**src/rtl/ddrc_pkg.sv**
```systemverilog
// Shared constants for the DDR controller write-side control block:
// register indices, phase-shift FSM encoding and CTRL bit positions.
package ddrc_pkg;

  localparam logic [1:0] REG_RUN    = 2'd0;
  localparam logic [1:0] REG_PS_SET = 2'd1;
  localparam logic [1:0] REG_CTRL   = 2'd2;
  localparam logic [1:0] REG_RSVD   = 2'd3;

  localparam logic [1:0] PS_IDLE    = 2'd0;
  localparam logic [1:0] PS_REQ     = 2'd1;
  localparam logic [1:0] PS_WAIT_LO = 2'd2;
  localparam logic [1:0] PS_WAIT_HI = 2'd3;

  localparam int CTRL_BITS     = 4;
  localparam int CTRL_MMCM_RST = 0;
  localparam int CTRL_DLY_RST  = 1;
  localparam int CTRL_DCI_RST  = 2;
  localparam int CTRL_DDR_RST  = 3;
  localparam int CTRL_CLR_ERR  = 7;

endpackage

```
**src/rtl/ddrc_ps_fsm.sv**
```systemverilog
// MMCM phase-shift handshake: request pulse, wait for ready to drop and
// return, with a per-phase timeout that raises a sticky error flag.
module ddrc_ps_fsm
  import ddrc_pkg::*;
#(
  parameter int PS_TIMEOUT = 255
) (
  input  logic       clk,
  input  logic       rst_n,
  input  logic       ps_set_wr,
  input  logic [7:0] ps_target,
  input  logic       clr_err,
  input  logic       ps_rdy,
  input  logic [7:0] ps_out,
  output logic [7:0] ps_in,
  output logic       ps_we,
  output logic       ps_err,
  output logic       idle
);

  localparam logic [7:0] TIMEOUT = 8'(PS_TIMEOUT);

  logic [1:0] state, state_next;
  logic [7:0] cnt, cnt_next, cnt_inc;
  logic       timeout;

  assign cnt_inc = cnt + 8'd1;

  // NOTE: every variable gets a default at the top of always_comb so no
  // path through the case statement can leave one unassigned (latch).
  always_comb begin
    state_next = state;
    cnt_next   = cnt;
    timeout    = 1'b0;
    case (state)
      PS_IDLE: begin
        if (ps_set_wr && (ps_target != ps_out)) state_next = PS_REQ;
      end
      PS_REQ: begin
        state_next = PS_WAIT_LO;
        cnt_next   = '0;
      end
      PS_WAIT_LO: begin
        if (!ps_rdy) begin
          state_next = PS_WAIT_HI;
          cnt_next   = '0;
        end else if (cnt_inc == TIMEOUT) begin
          timeout    = 1'b1;
          state_next = PS_IDLE;
        end else begin
          cnt_next = cnt_inc;
        end
      end
      PS_WAIT_HI: begin
        if (ps_rdy) begin
          state_next = PS_IDLE;
        end else if (cnt_inc == TIMEOUT) begin
          timeout    = 1'b1;
          state_next = PS_IDLE;
        end else begin
          cnt_next = cnt_inc;
        end
      end
      default: state_next = PS_IDLE;
    endcase
  end

  // NOTE: state is updated with non-blocking assignments so every register
  // samples the pre-edge values, independent of statement order.
  always_ff @(posedge clk or negedge rst_n) begin
    if (!rst_n) begin
      state  <= PS_IDLE;
      cnt    <= '0;
      ps_in  <= '0;
      ps_err <= 1'b0;
    end else begin
      state <= state_next;
      cnt   <= cnt_next;
      if ((state == PS_IDLE) && ps_set_wr) ps_in <= ps_target;
      // A timeout in the same cycle as a clear request leaves the flag set.
      if (clr_err) ps_err <= 1'b0;
      if (timeout) ps_err <= 1'b1;
    end
  end

  assign ps_we = (state == PS_REQ);
  assign idle  = (state == PS_IDLE);

endmodule

```
**src/rtl/ddrc_control.sv**
```systemverilog
// Write-side control for the DDR controller: decodes AXI register writes into
// sequencer-run requests, MMCM phase shifts and level control bits.
module ddrc_control
  import ddrc_pkg::*;
#(
  parameter int                          AXI_WR_ADDR_BITS = 12,
  parameter logic [AXI_WR_ADDR_BITS-1:0] SELECT_ADDR      = 'h800,
  parameter logic [AXI_WR_ADDR_BITS-1:0] SELECT_ADDR_MASK = 'h800,
  parameter int                          PS_TIMEOUT       = 255
) (
  input  logic                        clk,
  input  logic                        rst_n,
  input  logic [AXI_WR_ADDR_BITS-1:0] pre_waddr,
  input  logic                        start_wburst,
  input  logic [AXI_WR_ADDR_BITS-1:0] waddr,
  input  logic                        wr_en,
  input  logic [31:0]                 wdata,
  output logic                        busy,
  input  logic                        run_busy,
  output logic [10:0]                 run_addr,
  output logic                        run_seq,
  input  logic                        ps_rdy,
  input  logic [7:0]                  ps_out,
  output logic [7:0]                  ps_in,
  output logic                        ps_we,
  output logic                        ps_err,
  output logic [CTRL_BITS-1:0]        ctrl
);

  logic       sel_wr, sel_pre;
  logic [1:0] wr_idx, pre_idx;
  logic       wr_run, wr_ps, wr_ctrl;
  logic       run_pending;
  logic       run_fire;
  logic       ps_idle;
  logic       unused_wdata;

  assign sel_wr  = (waddr & SELECT_ADDR_MASK) == SELECT_ADDR;
  assign sel_pre = (pre_waddr & SELECT_ADDR_MASK) == SELECT_ADDR;
  assign wr_idx  = waddr[1:0];
  assign pre_idx = pre_waddr[1:0];

  assign wr_run  = wr_en && sel_wr && (wr_idx == REG_RUN);
  assign wr_ps   = wr_en && sel_wr && (wr_idx == REG_PS_SET);
  assign wr_ctrl = wr_en && sel_wr && (wr_idx == REG_CTRL);

  assign unused_wdata = ^wdata[31:11];

  assign run_fire = run_pending && !run_busy;

  // A write landing on the firing edge re-arms the request with the new address.
  always_ff @(posedge clk or negedge rst_n) begin
    if (!rst_n) begin
      run_addr    <= '0;
      run_pending <= 1'b0;
      run_seq     <= 1'b0;
    end else begin
      run_seq <= run_fire;
      if (wr_run) begin
        run_addr    <= wdata[10:0];
        run_pending <= 1'b1;
      end else if (run_fire) begin
        run_pending <= 1'b0;
      end
    end
  end

  always_ff @(posedge clk or negedge rst_n) begin
    if (!rst_n) begin
      ctrl <= '0;
    end else if (wr_ctrl) begin
      ctrl <= wdata[CTRL_BITS-1:0];
    end
  end

  ddrc_ps_fsm #(
    .PS_TIMEOUT(PS_TIMEOUT)
  ) u_ps_fsm (
    .clk      (clk),
    .rst_n    (rst_n),
    .ps_set_wr(wr_ps),
    .ps_target(wdata[7:0]),
    .clr_err  (wr_ctrl && wdata[CTRL_CLR_ERR]),
    .ps_rdy   (ps_rdy),
    .ps_out   (ps_out),
    .ps_in    (ps_in),
    .ps_we    (ps_we),
    .ps_err   (ps_err),
    .idle     (ps_idle)
  );

  // Stall a burst only when the engine it targets cannot take a command yet.
  assign busy = start_wburst && sel_pre &&
                (((pre_idx == REG_PS_SET) && !ps_idle) ||
                 ((pre_idx == REG_RUN) && run_pending));

endmodule

```
**config.mk**
```make
export PLATFORM = sky130hd
export DESIGN_NAME = ddrc_control
export DESIGN_NICKNAME = d
export VERILOG_FILES = /design/src/rtl/ddrc_pkg.sv /design/src/rtl/ddrc_ps_fsm.sv /design/src/rtl/ddrc_control.sv
export SDC_FILE = /design/constraint.sdc
export NUM_CORES = 1
export LEC_CHECK = 0
export CORE_ASPECT_RATIO = 0.7
export CORE_UTILIZATION = 38
export DETAILED_ROUTE_END_ITERATION = 10
export GPL_TIMING_DRIVEN = 0
export PLACE_DENSITY = 0.82
export SETUP_SLACK_MARGIN = 0.4
export SYNTH_ARGS = -nofsm -noshare
export SYNTH_HDL_FRONTEND = slang
export SYNTH_SLANG_ARGS = --single-unit
```
**constraint.sdc**
```tcl
create_clock -name clk -period 2.7 [get_ports clk]
set_clock_uncertainty 0.2 [all_clocks]
set_input_delay 0.54 -clock clk [delete_from_list [all_inputs] [get_ports clk]]
set_output_delay 0.54 -clock clk [all_outputs]
set_load 0.01 [all_outputs]
```
==> flow_summary.html, run 1 <==
<table>
<tr><th>Metric</th><th>Value</th></tr>
<tr><th colspan="2">Layout</th></tr>
<tr><td>Fin cells</td><td>around 280</td></tr>
<tr><td>Diodes inserted</td><td>0</td></tr>
<tr><td>Area overhead of the layout relative to synthesis</td><td>43.4%</td></tr>
<tr><td>Final Util</td><td>roughly 57%</td></tr>
<tr><td>Number of nets in the finished design</td><td>just under 300</td></tr>
<tr><td>Fraction of final layout cells sized beyond drive strength 1</td><td>19.5%</td></tr>
<tr><th colspan="2">Floorplan</th></tr>
<tr><td>Die width</td><td>about 83 um</td></tr>
<tr><td>Vertical die dimension</td><td>58.7 um</td></tr>
<tr><td>Core region area</td><td>between 0.004 and 0.005 mm^2</td></tr>
<tr><td>Effective utilization at floorplan</td><td>approximately two fifths</td></tr>
<tr><td>Die Footprint</td><td>0.00487 mm^2</td></tr>
<tr><td>Floorplan row count</td><td>20</td></tr>
<tr><td>Number of top-level pins</td><td>97</td></tr>
<tr><th colspan="2">Clock network</th></tr>
<tr><td>Clock sinks</td><td>36</td></tr>
<tr><td>Clk root buf</td><td>sky130_fd_sc_hd__clkbuf_8</td></tr>
<tr><td>CTS buffer count</td><td>5</td></tr>
<tr><td>Clk Latency, worst-skew pair</td><td>0.29 ns</td></tr>
<tr><td>Max H-tree Level</td><td>2</td></tr>
<tr><td>TritonCTS clock tree</td><td>yes</td></tr>
<tr><td>Clock-pin slew on the worst setup and hold paths</td><td>around 0.07 ns</td></tr>
<tr><td>Maximum buffer depth of the clock tree</td><td>2</td></tr>
<tr><th colspan="2">Critical path</th></tr>
<tr><td>Worst reg2reg path startpoint</td><td>u_ps_fsm.cnt[0]</td></tr>
<tr><td>Crit path launch type</td><td>input pin</td></tr>
<tr><td>Logic depth of the worst register-to-register path</td><td>6</td></tr>
<tr><td>Register-to-Register Setup Slack</td><td>roughly 0.65 ns</td></tr>
<tr><td>Critical path data required time</td><td>2.67 ns</td></tr>
<tr><td>Arrival time of the worst setup path</td><td>2.21 ns</td></tr>
<tr><td>Worst flop-to-flop path endpoint</td><td>u_ps_fsm.state[1]</td></tr>
<tr><td>Category of the worst setup path capture point</td><td>register</td></tr>
<tr><td>Largest fanout on the critical path</td><td>4</td></tr>
<tr><td>Worst setup path category</td><td>input pin to register</td></tr>
<tr><th colspan="2">Logic synthesis</th></tr>
<tr><td>Number of cells produced by synthesis</td><td>between 150 and 200</td></tr>
<tr><td>Number of enable-type register cells in the synthesized netlist</td><td>0</td></tr>
<tr><td>Post-synth cell types</td><td>31</td></tr>
<tr><td>Prevailing post-synth register cell</td><td>sky130_fd_sc_hd__dfrtp_1</td></tr>
<tr><td>Share of the synthesized area in the top cell type</td><td>51.6%</td></tr>
<tr><td>Seq/Total Area, Yosys</td><td>51.6%</td></tr>
<tr><td>Warnings, synthesis</td><td>0</td></tr>
<tr><td>Post-synthesis async set-or-reset flop share</td><td>100%</td></tr>
<tr><td>Number of register bits inferred by synthesis</td><td>36</td></tr>
<tr><td>Netlist area before placement</td><td>0.00175 mm^2</td></tr>
<tr><td>Syn_area_per_cell</td><td>between 10 and 15 um^2</td></tr>
<tr><td>Syn nets</td><td>230</td></tr>
<tr><td>Most area-consuming cells after synthesis</td><td>sky130_fd_sc_hd__dfrtp_1, sky130_fd_sc_hd__mux2_2, sky130_fd_sc_hd__xnor2_1, sky130_fd_sc_hd__ha_1, sky130_fd_sc_hd__o21ai_0</td></tr>
<tr><td>Top cells by count, synth</td><td>sky130_fd_sc_hd__dfrtp_1, sky130_fd_sc_hd__mux2_2, sky130_fd_sc_hd__o21ai_0, sky130_fd_sc_hd__nand2_1, sky130_fd_sc_hd__xnor2_1</td></tr>
<tr><td>Dominant cell type by area after synthesis</td><td>sky130_fd_sc_hd__dfrtp_1</td></tr>
<tr><td>Most frequently used cell type in the post-synthesis netlist</td><td>sky130_fd_sc_hd__dfrtp_1</td></tr>
<tr><th colspan="2">GRT</th></tr>
<tr><td>Maximum number of pins on one net before global-route repair</td><td>37</td></tr>
<tr><td>Total global routing overflow</td><td>0</td></tr>
<tr><td>All-layer global routing usage</td><td>between 15 and 20%</td></tr>
<tr><td>Met2 global-route usage</td><td>between 20 and 30%</td></tr>
<tr><td>Most congested layer reported by global routing</td><td>met2</td></tr>
<tr><td>Met1 track demand over resource</td><td>roughly 22%</td></tr>
<tr><td>Global-route wire length before repair</td><td>around 6500 um</td></tr>
<tr><td>Via count of the first global-routing pass</td><td>roughly 1400</td></tr>
<tr><td>Antenna violations before repair</td><td>0</td></tr>
<tr><td>Global routing usage on met3</td><td>about 6.3%</td></tr>
<tr><th colspan="2">Detailed routing</th></tr>
<tr><td>Number of DRC markers after the initial detailed-route iteration</td><td>84</td></tr>
<tr><td>Post-detailed-route via-to-cell ratio</td><td>roughly 5</td></tr>
<tr><td>Number of iterations in the first detailed-routing pass</td><td>4</td></tr>
<tr><td>Post-route antenna net violation count</td><td>0</td></tr>
<tr><td>DRC Markers</td><td>0</td></tr>
<tr><td>Average wire per cell in the routed design</td><td>14.5 um</td></tr>
<tr><td>DRT Wirelength</td><td>4010 um</td></tr>
<tr><td>Total number of vias</td><td>~1400</td></tr>
<tr><th colspan="2">Timing</th></tr>
<tr><td>Unrepaired setup endpoints after global routing</td><td>no</td></tr>
<tr><td>Final Max Slew Viols</td><td>0</td></tr>
<tr><td>Finish-stage setup viols</td><td>0</td></tr>
<tr><td>Hold violation total from the final report</td><td>0</td></tr>
<tr><td>Peak clock frequency supported by timing</td><td>roughly 450 MHz</td></tr>
<tr><td>Normalized max-slew margin</td><td>between 40% and 50%</td></tr>
<tr><td>Min cycle time layout</td><td>about 2.2 ns</td></tr>
<tr><td>Total negative slack for setup checks</td><td>0 ns</td></tr>
<tr><td>Slew at the pin with the worst max-slew slack</td><td>~0.81 ns</td></tr>
<tr><td>Fin Hold WS</td><td>approximately 0.14 ns</td></tr>
<tr><td>Ratio of final minimum period to clock period</td><td>83.1%</td></tr>
<tr><th colspan="2">Power and ir drop</th></tr>
<tr><td>Power per standard cell area</td><td>around 770 mW/mm^2</td></tr>
<tr><td>Leak</td><td>1.07 nW</td></tr>
<tr><td>Worst vdd ir</td><td>0.400 mV</td></tr>
<tr><th colspan="2">Placement</th></tr>
<tr><td>Dpl cells</td><td>about 270</td></tr>
<tr><td>Number of buffer cells added on primary ports</td><td>57</td></tr>
<tr><td>DP Wirelength</td><td>2930 um</td></tr>
<tr><td>RD Place Congestion</td><td>0.889</td></tr>
<tr><th colspan="2">Job</th></tr>
<tr><td>Number of maximum-capacitance violations</td><td>0</td></tr>
<tr><th colspan="2">Status</th></tr>
<tr><td>Outcome</td><td>complete, no violations</td></tr>
<tr><th colspan="2">Hold path</th></tr>
<tr><td>Worst Hold Class</td><td>input pin to async pin</td></tr>
</table>
[metal layers]
layer | part of all wire (%) | wire [um] | up-vias
li1 | - | - | 679
met1 | 46 | 1860 | 671
met2 | 46 | 1840 | 51
met3 | 7.4 | 296 | 2
met4 | 0.40 | 16 | 0
met5 | 0 | 0 | -
[what timing repair did]
item,CTS,global route
gates cloned,0,0
hold buffers,0,0
endpoints found under the setup margin,1,14
buffers inserted,2,0
gates resized for setup,3,7
pin swaps,0,0
[cells in the final DEF (no fill, tap or decap), drive strengths merged, types with 4 or more instances in the layout]
cell           instances
o21ai                 15
clkbuf                 7
a21oi                  4
inv                    6
ha                     6
o31ai                  4
buf                    4
nand2                 14
mux2                  22
xnor2                  9
clkdlybuf4s50         54
dfrtp                 36
nor2                   8
[area by class of cell]
type                    instances  area, um^2
multi-input cells             111         836
inverters                       6        22.5
clock inverters                 2        10.0
fillers                       372        1880
well taps                      55        68.8
clock buffers                   6        82.6
flip-flops and latches         36         901
plain buffers                   1        5.00
repair buffers                 59         578
[worst max-delay path by stage]
stage	from	end	slack [ns]	cells past startpoint
3_3_place_gp	rst_n	run_addr[10]	0.08	1
5_1_grt	wdata[1]	u_ps_fsm.state[1]	0.40	6
3_5_place_dp	pre_waddr[0]	busy	0.16	4
2_1_floorplan	u_ps_fsm.cnt[0]	u_ps_fsm.state[1]	0.81	6
6_report	wdata[3]	u_ps_fsm.state[1]	0.46	6
4_1_cts	u_ps_fsm.state[0]	busy	0.40	6
[where the power goes]
group,switching (mW),internal [mW]
clock,0.191,0.204
sequential,0.0797,0.674
combinational,0.344,0.439
[state kept, by name, indices dropped and copies added (netlist names)]
register / flops
run_addr: 11
u_ps_fsm.cnt: 8
u_ps_fsm.ps_in: 8
ctrl: 4
u_ps_fsm.state: 2
run_pending: 1
run_seq: 1
u_ps_fsm.ps_err: 1
[per-stage QoR]
step           total power [mW]  worst slack (ns)  cell area, um^2
6_report                   1.93             0.456             2500
5_1_grt                    2.04             0.400             2500
4_1_cts                    1.92             0.404             2500
3_5_place_dp               1.49             0.159             2380
3_3_place_gp               1.46            0.0795             2380
2_1_floorplan              1.10             0.811             1750
[worst max-delay path, cell delays in order]
cell and delay, ns:
sky130_fd_sc_hd__clkdlybuf4s50_1 0.55, sky130_fd_sc_hd__xnor2_1 0.14, sky130_fd_sc_hd__nand2_1 0.12, sky130_fd_sc_hd__o41ai_1 0.41
sky130_fd_sc_hd__a21oi_1 0.14, sky130_fd_sc_hd__a211o_1 0.32
[kinds of logic (layout without fill, tap and decap cells)]
kind of cell	count (synthesis)	in the layout	share of synthesized area [%]
buf+inv	7	74	1.58
fa+ha+maj	6	6	4.30
mux	23	23	14.8
simple gates	39	39	11.4
xor+xnor	10	10	5.02
flops	36	36	51.6
compound gates	33	33	11.3
(Power assumes the default switching activity.)
==> inputs of run 2 (changes only) <==
- CORE_UTILIZATION: 38 -> 35
- PLACE_DENSITY: 0.82 -> 0.8
- clock period: 2.7 -> 1.86 ns (I/O delays scaled with it)
==> run 2 against run 1 <==
- the run now ends with hold timing, setup timing left
- sequential cell count stayed put
- via count is 9.1% higher
- highest routed layer unchanged
- critical endpoint unchanged
- core utilization is 2.1 points higher
- register-to-register slack worse by 0.67 ns
- combinational power is 95% higher
- cell count is 12% higher
==> flow_summary.html, run 2 (same netlist as run 1, synthesis figures left out) <==
<table>
<tr><th>Metric</th><th>Value</th></tr>
<tr><th colspan="2">Status</th></tr>
<tr><td>Outcome</td><td>finished with violations</td></tr>
<tr><td>Violated checks</td><td>hold timing, setup timing</td></tr>
<tr><th colspan="2">Detailed routing</th></tr>
<tr><td>Post-route antenna net violation count</td><td>0</td></tr>
<tr><td>Number of DRC markers after the initial detailed-route iteration</td><td>73</td></tr>
<tr><td>Post-detailed-route via-to-cell ratio</td><td>4.94</td></tr>
<tr><td>Number of iterations in the first detailed-routing pass</td><td>4</td></tr>
<tr><td>DRT Wirelength</td><td>around 4700 um</td></tr>
<tr><td>Average wire per cell in the routed design</td><td>around 15 um</td></tr>
<tr><td>Total number of vias</td><td>between 1500 and 2000</td></tr>
<tr><td>DRC Markers</td><td>0</td></tr>
<tr><th colspan="2">Power and ir drop</th></tr>
<tr><td>Power per standard cell area</td><td>1150 mW/mm^2</td></tr>
<tr><td>Worst vdd ir</td><td>just over 0.6 mV</td></tr>
<tr><td>Leak</td><td>roughly 1.3 nW</td></tr>
<tr><td>Total power</td><td>between 3 and 4 mW</td></tr>
<tr><th colspan="2">Layout</th></tr>
<tr><td>Flip-flop count of the largest register after layout</td><td>11</td></tr>
<tr><td>Commonest cells after routing, fill and taps aside</td><td>sky130_fd_sc_hd__dfrtp_1, sky130_fd_sc_hd__buf_2, sky130_fd_sc_hd__clkdlybuf4s50_1</td></tr>
<tr><td>Fill cell instance count of the final layout</td><td>around 400</td></tr>
<tr><td>Number of nets in the finished design</td><td>approximately 320</td></tr>
<tr><td>Combined flip-flop and latch cell area</td><td>roughly 900 um^2</td></tr>
<tr><td>Commonest non-fill, non-tap cell in the layout</td><td>sky130_fd_sc_hd__dfrtp_1</td></tr>
<tr><td>Diodes inserted</td><td>0</td></tr>
<tr><td>Fraction of final layout cells sized beyond drive strength 1</td><td>48.1%</td></tr>
<tr><td>Fin cells</td><td>between 300 and 400</td></tr>
<tr><td>Reg with most FFs</td><td>run_addr</td></tr>
<tr><td>Multi-input combinational cell area</td><td>0.00108 mm^2</td></tr>
<tr><td>Area overhead of the layout relative to synthesis</td><td>62.4%</td></tr>
<tr><td>Largest registers</td><td>run_addr: 11 flops, u_ps_fsm.cnt: 8 flops, u_ps_fsm.ps_in: 8 flops</td></tr>
<tr><th colspan="2">Critical path</th></tr>
<tr><td>Critical path origin</td><td>ps_out[4]</td></tr>
<tr><td>Critical path data required time</td><td>about 1.8 ns</td></tr>
<tr><td>Worst reg2reg path startpoint</td><td>u_ps_fsm.cnt[0]</td></tr>
<tr><td>Arrival time of the worst setup path</td><td>between 1.5 and 2 ns</td></tr>
<tr><td>Category of the worst setup path capture point</td><td>register</td></tr>
<tr><td>Largest fanout on the critical path</td><td>2</td></tr>
<tr><td>Worst setup path category</td><td>input pin to register</td></tr>
<tr><td>Crit path launch type</td><td>input pin</td></tr>
<tr><th colspan="2">Floorplan</th></tr>
<tr><td>Die Footprint</td><td>around 0.0053 mm^2</td></tr>
<tr><td>Floorplan row count</td><td>21</td></tr>
<tr><td>Die width</td><td>slightly below 90 um</td></tr>
<tr><td>Number of top-level pins</td><td>97</td></tr>
<tr><td>Core region area</td><td>between 0.004 and 0.005 mm^2</td></tr>
<tr><td>Vertical die dimension</td><td>between 60 and 70 um</td></tr>
<tr><td>Effective utilization at floorplan</td><td>between 30% and 40%</td></tr>
<tr><th colspan="2">Job</th></tr>
<tr><td>Number of maximum-capacitance violations</td><td>0</td></tr>
<tr><th colspan="2">GRT</th></tr>
<tr><td>Global-route wire length before repair</td><td>about 7000 um</td></tr>
<tr><td>Maximum number of pins on one net before global-route repair</td><td>37</td></tr>
<tr><td>Total global routing overflow</td><td>0</td></tr>
<tr><td>Via count of the first global-routing pass</td><td>roughly 1400</td></tr>
<tr><td>Antenna violations before repair</td><td>0</td></tr>
<tr><td>All-layer global routing usage</td><td>18.4%</td></tr>
<tr><th colspan="2">Timing</th></tr>
<tr><td>Hold violation total from the final report</td><td>36</td></tr>
<tr><td>Peak clock frequency supported by timing</td><td>about 530 MHz</td></tr>
<tr><td>Normalized max-slew margin</td><td>44.7%</td></tr>
<tr><td>Slew at the pin with the worst max-slew slack</td><td>0.830 ns</td></tr>
<tr><td>Unrepaired setup endpoints after global routing</td><td>yes</td></tr>
<tr><td>Min cycle time layout</td><td>roughly 1.9 ns</td></tr>
<tr><td>Fin Hold WS</td><td>-0.0216 ns</td></tr>
<tr><td>Final Max Slew Viols</td><td>0</td></tr>
<tr><td>Finish-stage setup viols</td><td>5</td></tr>
<tr><td>Least setup slack across all paths after layout</td><td>-0.0271 ns</td></tr>
<tr><td>Ratio of final minimum period to clock period</td><td>101%</td></tr>
<tr><th colspan="2">Clock network</th></tr>
<tr><td>Clock sinks</td><td>36</td></tr>
<tr><td>Clk Latency, worst-skew pair</td><td>0.29 ns</td></tr>
<tr><td>Max H-tree Level</td><td>2</td></tr>
<tr><td>Clk root buf</td><td>sky130_fd_sc_hd__clkbuf_8</td></tr>
<tr><td>Clock-pin slew on the worst setup and hold paths</td><td>around 0.070 ns</td></tr>
<tr><td>Maximum buffer depth of the clock tree</td><td>2</td></tr>
<tr><td>TritonCTS clock tree</td><td>yes</td></tr>
<tr><td>CTS buffer count</td><td>5</td></tr>
<tr><th colspan="2">Placement</th></tr>
<tr><td>DP Wirelength</td><td>2890 um</td></tr>
<tr><td>Dpl cells</td><td>280</td></tr>
<tr><td>Number of buffer cells added on primary ports</td><td>57</td></tr>
<tr><td>RD Place Congestion</td><td>around 0.75</td></tr>
<tr><th colspan="2">Hold path</th></tr>
<tr><td>Worst Hold Class</td><td>input pin to async pin</td></tr>
</table>
==> run 2: path summary, 6_finish.rpt <==
check                           cells past startpoint           endpoint  slack [ns]
max in group asynchronous                           1  u_ps_fsm.state[0]        0.90
worst max register to register                      7    u_ps_fsm.cnt[0]       -0.02
worst min-delay path                                1        run_addr[2]       -0.02
worst min register to register                      1  u_ps_fsm.ps_in[0]        0.30
worst max-delay path                                6  u_ps_fsm.state[1]       -0.03
min in group clk                                    2        run_addr[2]        0.26
==> run 2: critical path, stage by stage <==
cell                              delay [ns]
sky130_fd_sc_hd__clkdlybuf4s50_1        0.47
sky130_fd_sc_hd__xnor2_1                0.13
sky130_fd_sc_hd__nand2_1                0.11
sky130_fd_sc_hd__o41ai_2                0.40
sky130_fd_sc_hd__a21oi_1                0.12
sky130_fd_sc_hd__a211o_1                0.26
==> run 2: cell type report <==
type / count / area share, %
timing repair buffer: 79 / 22.2
clock buffer: 7 / 3.40
inverter: 6 / 0.971
tap: 69 / 3.05
sequential: 36 / 31.9
multi-input combinational: 112 / 38.1
buffer: 1 / 0.397
==> run 2: stage by stage <==
step | cell area [um^2] | utilization (%) | setup TNS (ns) | setup slack [ns] | hold slack, ns
floorplan | 1900 | - | 0 | 0.0878 | -0.124
global placement | 2560 | 53.5 | -27.63 | -0.749 | 0.276
detailed placement | 2550 | 53.4 | -6.14 | -0.487 | 0.273
CTS | 2710 | 56.7 | -0.0221 | -0.0185 | 0.00243
global route | 2840 | 59.3 | -0.484 | -0.0810 | 0.0359
finish | 2840 | 59.3 | -0.0966 | -0.0271 | -0.0216
==> run 2: report_power, final <==
part           leakage (nW)  internal (mW)  switching [mW]  total (mW)
clock                0.0503          0.330           0.284       0.614
combinational         0.803          0.841           0.693        1.53
sequential            0.452          0.982           0.125        1.11
==> run 2: what timing repair did <==
action                     4_1_cts  5_1_grt
buffers inserted                16        5
gates cloned                     2        0
pin swaps                       13       11
setup endpoints to repair       62       30
gates resized for setup        131       37
hold buffers                     0        0
==> run 2: layer usage <==
metal	wire length [um]	GRT usage, %	vias up
li1	-	-	715
met1	2230	25.3	762
met2	2090	28.5	48
met3	304	5.36	5
met4	37	5.95	0
met5	0	0	-
==> inputs of run 3 (changes only) <==
--- a/config.mk
+++ b/config.mk
@@ -7,10 +7,11 @@
 export LEC_CHECK = 0
 export CORE_ASPECT_RATIO = 0.7
-export CORE_UTILIZATION = 35
+export CORE_UTILIZATION = 36
 export DETAILED_ROUTE_END_ITERATION = 10
 export GPL_TIMING_DRIVEN = 0
-export PLACE_DENSITY = 0.8
+export PLACE_DENSITY = 0.79
 export SETUP_SLACK_MARGIN = 0.4
 export SYNTH_ARGS = -nofsm -noshare
 export SYNTH_HDL_FRONTEND = slang
+export SYNTH_HIERARCHICAL = 1
 export SYNTH_SLANG_ARGS = --single-unit
==> constraint.sdc (replaced) <==
create_clock -name clk -period 1.86 [get_ports clk]
set_clock_uncertainty 0.2 [all_clocks]
set_input_delay 0.558 -clock clk [delete_from_list [all_inputs] [get_ports clk]]
set_output_delay 0.558 -clock clk [all_outputs]
set_load 0.01 [all_outputs]
==> run 3 against run 2 <==
- the run ends with setup timing left
- clock-buffer cell count increased by 1
- combinational power increased by 6%
- sequential power about the same
- cell count increased by 12%
- worst setup slack got worse by 0.20 ns
- critical endpoint is now u_ps_fsm/cnt[0]
==> flow_summary.html, run 3 <==
<table>
<tr><th>Metric</th><th>Value</th></tr>
<tr><th colspan="2">Floorplan</th></tr>
<tr><td>Number of top-level pins</td><td>97</td></tr>
<tr><td>Effective utilization at floorplan</td><td>approximately two fifths</td></tr>
<tr><td>Core region area</td><td>0.00497 mm^2</td></tr>
<tr><td>Floorplan row count</td><td>21</td></tr>
<tr><td>Vertical die dimension</td><td>approximately 63 um</td></tr>
<tr><td>Die width</td><td>89.8 um</td></tr>
<tr><td>Die Footprint</td><td>0.00569 mm^2</td></tr>
<tr><th colspan="2">Detailed routing</th></tr>
<tr><td>Post-detailed-route via-to-cell ratio</td><td>between 5 and 6</td></tr>
<tr><td>DRC Markers</td><td>0</td></tr>
<tr><td>Highest metal layer with signal wires</td><td>met4</td></tr>
<tr><td>DRT Wirelength</td><td>around 5600 um</td></tr>
<tr><td>Total number of vias</td><td>approximately 1800</td></tr>
<tr><td>Post-route antenna net violation count</td><td>0</td></tr>
<tr><td>Number of iterations in the first detailed-routing pass</td><td>4</td></tr>
<tr><td>Average wire per cell in the routed design</td><td>16.2 um</td></tr>
<tr><td>Metal-1 WL</td><td>between 2000 and 3000 um</td></tr>
<tr><td>Wire length on met2</td><td>between 2000 and 3000 um</td></tr>
<tr><td>DR WL met3</td><td>approximately 430 um</td></tr>
<tr><td>Number of DRC markers after the initial detailed-route iteration</td><td>about 130</td></tr>
<tr><th colspan="2">Timing</th></tr>
<tr><td>Normalized max-slew margin</td><td>45.1%</td></tr>
<tr><td>Min cycle time layout</td><td>roughly 2.1 ns</td></tr>
<tr><td>Peak clock frequency supported by timing</td><td>478 MHz</td></tr>
<tr><td>Fin Hold WS</td><td>0.160 ns</td></tr>
<tr><td>Slew at the pin with the worst max-slew slack</td><td>about 0.82 ns</td></tr>
<tr><td>Hold violation total from the final report</td><td>0</td></tr>
<tr><td>Finish-stage setup viols</td><td>11</td></tr>
<tr><td>Ratio of final minimum period to clock period</td><td>112%</td></tr>
<tr><td>Unrepaired setup endpoints after global routing</td><td>yes</td></tr>
<tr><td>Least setup slack across all paths after layout</td><td>-0.231 ns</td></tr>
<tr><td>Total negative slack for setup checks</td><td>-1.77 ns</td></tr>
<tr><td>Final Max Slew Viols</td><td>0</td></tr>
<tr><th colspan="2">Critical path</th></tr>
<tr><td>Kind of cell adding the most delay to the critical path</td><td>simple AND/OR/NAND/NOR gates</td></tr>
<tr><td>Worst setup path category</td><td>register to register</td></tr>
<tr><td>Master of the slowest instance on the critical path</td><td>sky130_fd_sc_hd__dfrtp_1</td></tr>
<tr><td>Arrival time of the worst setup path</td><td>around 2.1 ns</td></tr>
<tr><td>Category of the worst setup path capture point</td><td>register</td></tr>
<tr><td>Max stage delay on crit path</td><td>between 0.4 and 0.5 ns</td></tr>
<tr><td>Sum of buffers and inverters on the critical path</td><td>1</td></tr>
<tr><td>Cell breakdown of the critical path</td><td>buf_6 &gt; nand4_1 &gt; or3_4 &gt; a21oi_4 &gt; nand3_2 &gt; and4_4 &gt; a211o_1</td></tr>
<tr><td>Largest fanout on the critical path</td><td>4</td></tr>
<tr><td>Critical path data required time</td><td>~1.8 ns</td></tr>
<tr><td>Crit path launch type</td><td>register</td></tr>
<tr><th colspan="2">Logic synthesis</th></tr>
<tr><td>Netlist area before placement</td><td>between 0.0015 and 0.002 mm^2</td></tr>
<tr><td>Post-synthesis async set-or-reset flop share</td><td>100%</td></tr>
<tr><td>Syn nets</td><td>around 240</td></tr>
<tr><td>Syn_area_per_cell</td><td>11.7 um^2</td></tr>
<tr><td>Number of register bits inferred by synthesis</td><td>36</td></tr>
<tr><td>Prevailing post-synth register cell</td><td>sky130_fd_sc_hd__dfrtp_1</td></tr>
<tr><td>Post-synth cell types</td><td>between 50 and 60</td></tr>
<tr><td>Share of the synthesized area in the top cell type</td><td>between 40 and 50%</td></tr>
<tr><td>Warnings, synthesis</td><td>6</td></tr>
<tr><td>Seq/Total Area, Yosys</td><td>46.4%</td></tr>
<tr><td>Number of enable-type register cells in the synthesized netlist</td><td>0</td></tr>
<tr><td>Most frequently used cell type in the post-synthesis netlist</td><td>sky130_fd_sc_hd__dfrtp_1</td></tr>
<tr><td>Dominant cell type by area after synthesis</td><td>sky130_fd_sc_hd__dfrtp_1</td></tr>
<tr><td>Number of cells produced by synthesis</td><td>166</td></tr>
<tr><td>Top cells by count, synth</td><td>sky130_fd_sc_hd__dfrtp_1, sky130_fd_sc_hd__mux2_2, sky130_fd_sc_hd__nor2_1, sky130_fd_sc_hd__mux2_4, sky130_fd_sc_hd__xor2_1</td></tr>
<tr><td>Most area-consuming cells after synthesis</td><td>sky130_fd_sc_hd__dfrtp_1, sky130_fd_sc_hd__mux2_2, sky130_fd_sc_hd__mux2_4, sky130_fd_sc_hd__xor2_1, sky130_fd_sc_hd__o21ai_0</td></tr>
<tr><th colspan="2">Layout</th></tr>
<tr><td>Number of nets in the finished design</td><td>around 350</td></tr>
<tr><td>Commonest cells after routing, fill and taps aside</td><td>sky130_fd_sc_hd__buf_4, sky130_fd_sc_hd__dfrtp_1, sky130_fd_sc_hd__buf_2</td></tr>
<tr><td>Multi-input combinational cell area</td><td>0.00112 mm^2</td></tr>
<tr><td>Reg with most FFs</td><td>run_addr</td></tr>
<tr><td>Largest registers</td><td>run_addr: 11 flops, u_ps_fsm/cnt: 8 flops, u_ps_fsm/ps_in: 8 flops</td></tr>
<tr><td>Post-route standard cell area excluding fillers</td><td>about 0.0032 mm^2</td></tr>
<tr><td>Fraction of final layout cells sized beyond drive strength 1</td><td>around 55%</td></tr>
<tr><td>Commonest non-fill, non-tap cell in the layout</td><td>sky130_fd_sc_hd__buf_4</td></tr>
<tr><td>Area overhead of the layout relative to synthesis</td><td>65.8%</td></tr>
<tr><td>Fill cell instance count of the final layout</td><td>between 300 and 400</td></tr>
<tr><td>Flip-flop count of the largest register after layout</td><td>11</td></tr>
<tr><td>Diodes inserted</td><td>0</td></tr>
<tr><td>Combined flip-flop and latch cell area</td><td>approximately 900 um^2</td></tr>
<tr><th colspan="2">GRT</th></tr>
<tr><td>Total global routing overflow</td><td>0</td></tr>
<tr><td>All-layer global routing usage</td><td>about a fifth</td></tr>
<tr><td>Global-route wire length before repair</td><td>between 8000 and 9000 um</td></tr>
<tr><td>Maximum number of pins on one net before global-route repair</td><td>37</td></tr>
<tr><td>Via count of the first global-routing pass</td><td>approximately 1700</td></tr>
<tr><td>Antenna violations before repair</td><td>0</td></tr>
<tr><th colspan="2">Clock network</th></tr>
<tr><td>Clock sinks</td><td>36</td></tr>
<tr><td>Clock-pin slew on the worst setup and hold paths</td><td>around 0.08 ns</td></tr>
<tr><td>Clk Latency, worst-skew pair</td><td>0.29 ns</td></tr>
<tr><td>Clk root buf</td><td>sky130_fd_sc_hd__clkbuf_8</td></tr>
<tr><td>CTS buffer count</td><td>5</td></tr>
<tr><td>TritonCTS clock tree</td><td>yes</td></tr>
<tr><td>Hold-fix buffers at CTS</td><td>0</td></tr>
<tr><td>Max H-tree Level</td><td>2</td></tr>
<tr><td>Maximum buffer depth of the clock tree</td><td>2</td></tr>
<tr><th colspan="2">Placement</th></tr>
<tr><td>Post-place setup slack</td><td>-0.772 ns</td></tr>
<tr><td>Number of buffer cells added on primary ports</td><td>56</td></tr>
<tr><td>Area post-placement</td><td>between 0.002 and 0.003 mm^2</td></tr>
<tr><td>DP Wirelength</td><td>around 3300 um</td></tr>
<tr><td>RD Place Congestion</td><td>0.841</td></tr>
<tr><th colspan="2">Status</th></tr>
<tr><td>Violated checks</td><td>setup timing</td></tr>
<tr><td>Outcome</td><td>finished with violations</td></tr>
<tr><th colspan="2">Power and ir drop</th></tr>
<tr><td>Power per standard cell area</td><td>1020 mW/mm^2</td></tr>
<tr><td>Worst vdd ir</td><td>0.390 mV</td></tr>
<tr><td>Leak</td><td>about 1.5 nW</td></tr>
<tr><th colspan="2">Job</th></tr>
<tr><td>Number of maximum-capacitance violations</td><td>0</td></tr>
<tr><th colspan="2">Hold path</th></tr>
<tr><td>Worst Hold Class</td><td>input pin to async pin</td></tr>
</table>
-- run 3: cell count changes after synthesis, sizes merged, moves of 4 or more --
cell and change:
buf +4, nand2 -6, xnor2 -9, o21ai -7, xor2 +8, ha -4
-- run 3: repair_timing --
item / in CTS / in global routing
gates resized for setup: 150 / 20
gates cloned: 2 / 0
pin swaps: 12 / 11
setup buffers: 32 / 13
endpoints found under the setup margin: 61 / 57
-- run 3: metrics by stage --
stage / power [mW] / utilization, % / std cells
2_1_floorplan: 1.83 / - / 166
3_3_place_gp: 2.36 / 54.5 / 291
3_5_place_dp: 2.38 / 54.4 / 291
4_1_cts: 3.12 / 60.9 / 333
5_1_grt: 3.49 / 64.8 / 346
6_report: 3.30 / 64.8 / 346
-- run 3: metal layers --
layer  track usage (%)  vias up
li1                  -      824
met3              5.56        9
met1              27.0      868
met4              7.17        0
met2              30.5       79
met5                 0        -
-- run 3: worst paths after layout --
kind	slack (ns)	to	start	depth (start not counted)
worst max-delay path	-0.23	u_ps_fsm/cnt[0]	u_ps_fsm/cnt[0]	7
worst min-delay path	0.16	run_addr[4]	rst_n	1
worst max register to register	-0.23	u_ps_fsm/cnt[0]	u_ps_fsm/cnt[0]	7
worst min register to register	0.31	run_addr[0]	run_addr[0]	1
max in group asynchronous	0.73	u_ps_fsm/cnt[1]	rst_n	1
min in group clk	0.31	run_addr[0]	run_addr[0]	1
-- run 3: report_power, final --
part | switching [mW] | internal, mW | total, mW | leakage, nW
Sequential | 0.122 | 0.983 | 1.10 | 0.451
Combinational | 0.663 | 0.953 | 1.62 | 0.984
Clock | 0.274 | 0.302 | 0.577 | 0.0455
-- run 3: cells by family (layout without fill, tap and decap cells) --
logic type / count (synthesis) / in the layout / share of synthesized area [%]
xor gates and xnor gates: 9 / 9 / 4.06
AOI/OAI and AO/OA: 34 / 34 / 12.8
muxes: 23 / 23 / 15.1
buffers and inverters: 15 / 126 / 5.29
adders and majority gates: 4 / 4 / 2.32
and+or+nand+nor: 45 / 45 / 14.1
DFF: 36 / 36 / 46.4
-- run 3: final cells by class --
| cell class | count | share of cell area [%] |
|---|---|---|
| plain buffers | 7 | 3.85 |
| clock buffers | 8 | 2.80 |
| inverters | 8 | 0.933 |
| flip-flops and latches | 36 | 28.1 |
| multi-input cells | 115 | 34.9 |
| repair buffers | 103 | 26.7 |
| well taps | 69 | 2.68 |
